## config.mk

```make
export PLATFORM = sky130hd
export DESIGN_NAME = bcd_seq_convert
export DESIGN_NICKNAME = d
export VERILOG_FILES = /design/src/rtl/bcd_pkg.sv /design/src/rtl/bcd_add3.sv /design/src/rtl/bcd_seq_convert.sv
export SDC_FILE = /design/constraint.sdc
export NUM_CORES = 1
export LEC_CHECK = 0
export CAP_MARGIN = 10
export CORE_UTILIZATION = 66
export CTS_CLUSTER_SIZE = 16
export DETAILED_ROUTE_END_ITERATION = 6
export DONT_BUFFER_PORTS = 1
export PLACE_DENSITY = 0.79
export RECOVER_POWER = 25
export SLEW_MARGIN = 5
export SYNTH_ARGS = -nofsm -noshare
export SYNTH_HDL_FRONTEND = slang
export SYNTH_SLANG_ARGS = --single-unit
```

## constraint.sdc

```tcl
create_clock -name clk -period 2.19 [get_ports clk]
set_input_delay 0.438 -clock clk [delete_from_list [all_inputs] [get_ports clk]]
set_output_delay 0.438 -clock clk [all_outputs]
set_load 0.02 [all_outputs]
```

## src/rtl/bcd_pkg.sv

```systemverilog
// Shared types and constants for the iterative binary-to-BCD converter.
// Imported by bcd_add3 and bcd_seq_convert.
package bcd_pkg;

    typedef enum logic [1:0] {
        IDLE  = 2'd0,
        SHIFT = 2'd1,
        DONE  = 2'd2
    } state_t;

    localparam int         BCD_DIGIT_W = 4;
    localparam logic [3:0] ADJ_THRESH  = 4'd5;
    localparam logic [3:0] ADJ_ADD     = 4'd3;

    // 10^n, used to prove DIGITS is wide enough for WIDTH.
    function automatic longint unsigned pow10(input int n);
        longint unsigned p = 1;
        for (int i = 0; i < n; i++) begin
            p = p * 10;
        end
        return p;
    endfunction

endpackage

```

## src/rtl/bcd_add3.sv

```systemverilog
// One BCD digit adjust step of double dabble: add 3 when digit >= 5.
// Ports: in (4-bit digit before shift), out (adjusted digit).
module bcd_add3
    import bcd_pkg::*;
(
    input  logic [3:0] in,
    output logic [3:0] out
);

    // A digit >= 5 is at most 9 here, so +3 never exceeds 12.
    assign out = (in >= ADJ_THRESH) ? in + ADJ_ADD : in;

endmodule

```

## src/rtl/bcd_seq_convert.sv

```systemverilog
// Iterative binary-to-BCD converter, one input bit per clock.
// Ports: clk, reset (sync, high), start, in -> busy, done, bcd.
module bcd_seq_convert
    import bcd_pkg::*;
#(
    parameter int WIDTH  = 8,
    parameter int DIGITS = 3
) (
    input  logic                  clk,
    input  logic                  reset,
    input  logic                  start,
    input  logic [WIDTH-1:0]      in,
    output logic                  busy,
    output logic                  done,
    output logic [4*DIGITS-1:0]   bcd
);

    localparam int BW = BCD_DIGIT_W * DIGITS;
    localparam int SW = BW + WIDTH;
    localparam int CW = $clog2(WIDTH + 1);
    localparam logic [CW-1:0] LAST = CW'(WIDTH - 1);

    if (pow10(DIGITS) <= ((64'd1 << WIDTH) - 64'd1)) begin : g_bad_digits
        $error("DIGITS too small for WIDTH");
    end

    state_t        state;
    logic [SW-1:0] sr;
    logic [SW-1:0] adj;
    logic [SW-1:0] nxt;
    logic [CW-1:0] cnt;

    // All digits adjust in parallel from the pre-shift register value.
    for (genvar g = 0; g < DIGITS; g++) begin : g_dig
        bcd_add3 u_add3 (
            .in  (sr [WIDTH + BCD_DIGIT_W*g +: BCD_DIGIT_W]),
            .out (adj[WIDTH + BCD_DIGIT_W*g +: BCD_DIGIT_W])
        );
    end

    assign adj[WIDTH-1:0] = sr[WIDTH-1:0];
    assign nxt            = adj << 1;

    always_ff @(posedge clk) begin
        if (reset) begin
            state <= IDLE;
            sr    <= '0;
            cnt   <= '0;
            busy  <= 1'b0;
            done  <= 1'b0;
            bcd   <= '0;
        end else begin
            unique case (state)
                IDLE: begin
                    if (start) begin
                        sr    <= {{BW{1'b0}}, in};
                        cnt   <= '0;
                        busy  <= 1'b1;
                        state <= SHIFT;
                    end
                end
                SHIFT: begin
                    sr  <= nxt;
                    cnt <= cnt + 1'b1;
                    // Result goes out in one step so bcd is never partial.
                    if (cnt == LAST) begin
                        busy  <= 1'b0;
                        done  <= 1'b1;
                        bcd   <= nxt[SW-1 -: BW];
                        state <= DONE;
                    end
                end
                DONE: begin
                    done  <= 1'b0;
                    state <= IDLE;
                end
                default: begin
                    state <= IDLE;
                end
            endcase
        end
    end

endmodule

```

==> run summary <==
The largest stage delay on the critical path came out at between 0.5 and 0.6 ns. In the synthesized netlist the async set-or-reset flop fraction comes to 0. For the pin with the worst max-slew slack, the measured transition is roughly 0.7 ns. In the final routed layout, each cell accounts on average for approximately 15 um. The number of clock sinks seen by CTS came out at 40. The ratio of cells with drive above 1 in the final layout came out at 0.116. The number of antenna diodes is 0. The total length of routed wires is between 3000 and 4000 um. The ratio of routed vias to standard cells came out at between 6 and 7.

The area of all sequential standard cells came out at roughly 800 sq um. Compared with the post-synthesis result, the final layout area differs by 2.65%. Synthesis inferred 40 register bits. The number of enable flip-flop cells after synthesis is 0. The initial detailed-routing violation count came out at 81. The clock-pin slew on the worst setup and hold paths is 0.11 ns. The share of the clock period used by the worst path after layout is 0.790. The count of buffers inserted at the top-level ports came out at 0. For this design the ratio of total power to cell area is between 600 and 700 nW/um^2. The clock tree buffer depth is 2. The layout has 213 filler cells. STA classifies the critical path startpoint as a register. The maximum vdd ir drop is between 600 and 700 uV. The final-report setup violation count is 0.

The number of distinct library cell variants in the gate-level netlist after synthesis came out at 34. The first TritonRoute pass finished after 4 iterations. The slack of the worst reg-to-reg path is approximately 0.46 ns. The most frequently used cell type in the post-synthesis netlist is dfxtp_1.

The number of pins with negative max-slew slack in the final report came out at 0. The hold violation count in the final report is 0. The vertical die dimension came out at 55.5 um.

The number of buffers inserted by post-CTS setup repair came out at 0. The smallest hold slack came out at about 0.14 ns. The setup path with the least slack is of type reg2reg.

The starting utilization of the core area came out at 0.690. The post-synthesis instance total is ~210. STA puts the critical path data arrival time at 1.98 ns. The headroom to the max-slew limit is 0.533. After global routing the overflow that remains totals 0. The weighted congestion reported at the end of routability-driven placement is about 0.78. The first-pass GRT wire length is slightly above 6000 um.

The class of the tightest hold or removal check is in2reg. The number of buffers added by the clock tree synthesis step came out at 5. The final net count came out at ~220. Subtracting the final worst setup slack from the clock period gives roughly 1.7 ns. Traced cell by cell, the critical path runs through clkbuf_1 > nor2_1 > a21oi_1 > nor2_1 > a2111oi_2. The cell chosen for the clock root is clkbuf_4.

Across all layers, the routed design uses approximately 1.5k vias. The post-route clock skew is roughly 0.0053 ns. The die covers 3070 sq um.

After floorplanning, the core was divided into 19 placement rows. The family with the most delay on the worst path is buffers and inverters. The data required time of the worst path is 2.44 ns. The boundary pin count is 25. Ranked by total cell area, the synthesized netlist is headed by dfxtp_1 (42%), a21oi_1 (6.4%), nor2_1 (5.4%), ha_1 (4.6%), o21ai_0 (4.0%). Counting both buffers and inverters, the worst setup path holds a total of 1. Setup repair after global routing left no endpoint under its margin. In the routed design, unresolved DRC markers number 0. The type of destination of the critical path is a register. The total leakage power came out at ~0.73 nW.

The number of H-tree levels came out at 2. The number of antenna violations at the first check in global routing is 0. The max-capacitance violation count is 0. The run finished with clean final reports. The total area of multi-input combinational cells came out at 971 sq um. Of all nets on the critical path, the largest fanout is 18. Once the clock tree was built, the resizer swapped 0 gates to a different size.

The largest net degree at the start of global routing is 22. The via count of the first global-routing pass is ~1.4k. The mapped netlist covers roughly 1900 sq um. Counting instances in the post-synthesis netlist gives the leading cell types as dfxtp_1 (40), nor2_1 (27), a21oi_1 (24). The global-route usage over all layers is 0.255.

For this run, the leading register cell type out of synthesis is dfxtp_1. The cell type with the largest total area after synthesis is dfxtp_1. The area of the core region is about 2700 sq um.

The HPWL reported at the end of detailed placement is about 2500 um. TritonCTS built the clock tree. The maximum operating frequency came out at 0.578 GHz. Among all stages on the critical path, the largest delay is contributed by clkbuf_1. The number of buffers inserted by hold repair at cts came out at 0. The number of nets with antenna violations after routing is 0. The average cell area after synthesis came out at approximately 9 sq um.

The number of warning messages in the yosys log is 0. The clock reaches the later pin of the worst-skew pair after between 0.3 and 0.4 ns. The total nets after synthesis came out at 227. The sequential share of the synthesized area came out at 0.425. The setup TNS after final layout came out at 0 ns. The horizontal extent of the die came out at ~55 um. By instance count, the cell type seen most on the critical path is nor2_1. The area share of the leading cell type in the synthesized netlist is 0.425.
==> cells in the final DEF (no fill, tap or decap), types with 4 or more instances in the layout <==
master,Yosys,routed
a32o_1,6,6
o21ai_0,15,15
a21oi_1,24,24
nand2b_1,6,6
o221a_2,4,4
inv_1,11,11
nand2_1,7,7
nor2_1,27,27
dfxtp_1,40,40
clkbuf_4,0,5
nand3_1,6,6
a22o_1,6,6
nor3b_1,6,6
ha_1,7,7
==> cell families (layout without fill, tap and decap cells) <==
| kind of cell | Yosys count | in the layout | synth area share |
|---|---|---|---|
| fa+ha+maj | 7 | 7 | 0.0464 |
| buf+inv | 23 | 21 | 0.0604 |
| compound gates | 68 | 68 | 0.259 |
| simple gates | 64 | 64 | 0.173 |
| mux | 4 | 4 | 0.0219 |
| flops | 40 | 40 | 0.425 |
| xor+xnor | 3 | 3 | 0.0139 |
==> routing by layer <==
metal	global-route usage	wire, um
met5	0	0
met2	0.386	1600
met3	0.0867	213
met1	0.346	1720
met4	0.0786	36
==> registers in the layout (all words and copies together), names as in the netlist <==
register / cells
busy: 1
bcd: 12
done: 1
cnt: 4
sr: 20
state: 2
==> power by group <==
part | switching (mW) | internal (mW) | leakage, nW
Sequential | 0.0194 | 0.745 | 0.325
Combinational | 0.0511 | 0.0347 | 0.358
Clock | 0.231 | 0.239 | 0.0422
==> final cells by class <==
cell class,instances,share of cell area
sequential,40,0.414
clock buffer,6,0.0213
inverter,12,0.0233
clock inverter,2,0.0181
multi-input combinational,146,0.502
timing repair buffer,1,0.00194
tap,31,0.0200
==> worst reg2reg max path: stages (launching register included) <==
cell and delay [ns]:
dfxtp_1 0.43, clkbuf_1 0.57, nor2_1 0.12, a21oi_1 0.16
nor2_1 0.06, a2111oi_2 0.29
==> through the flow <==
| step | power (mW) | setup slack, ns | area [sq um] | utilization | cells |
|---|---|---|---|---|---|
| floorplan | 0.865 | 0.887 | 1890 | - | 209 |
| global route | 1.37 | 0.249 | 1940 | 0.708 | 238 |
| global placement | 0.862 | 0.637 | 1860 | 0.681 | 230 |
| finish | 1.32 | 0.461 | 1940 | 0.708 | 238 |
| CTS | 1.33 | 0.511 | 1940 | 0.709 | 238 |
| detailed placement | 0.866 | 0.542 | 1860 | 0.681 | 230 |
==> final timing paths <==
check             startpoint     to  cells past startpoint
hold reg to reg        sr[1]  sr[2]                      2
hold / removal         reset  sr[2]                      1
setup reg to reg    state[1]  sr[4]                      5
setup / recovery    state[1]  sr[4]                      5
No activity file was read; power rests on OpenSTA's default activity.
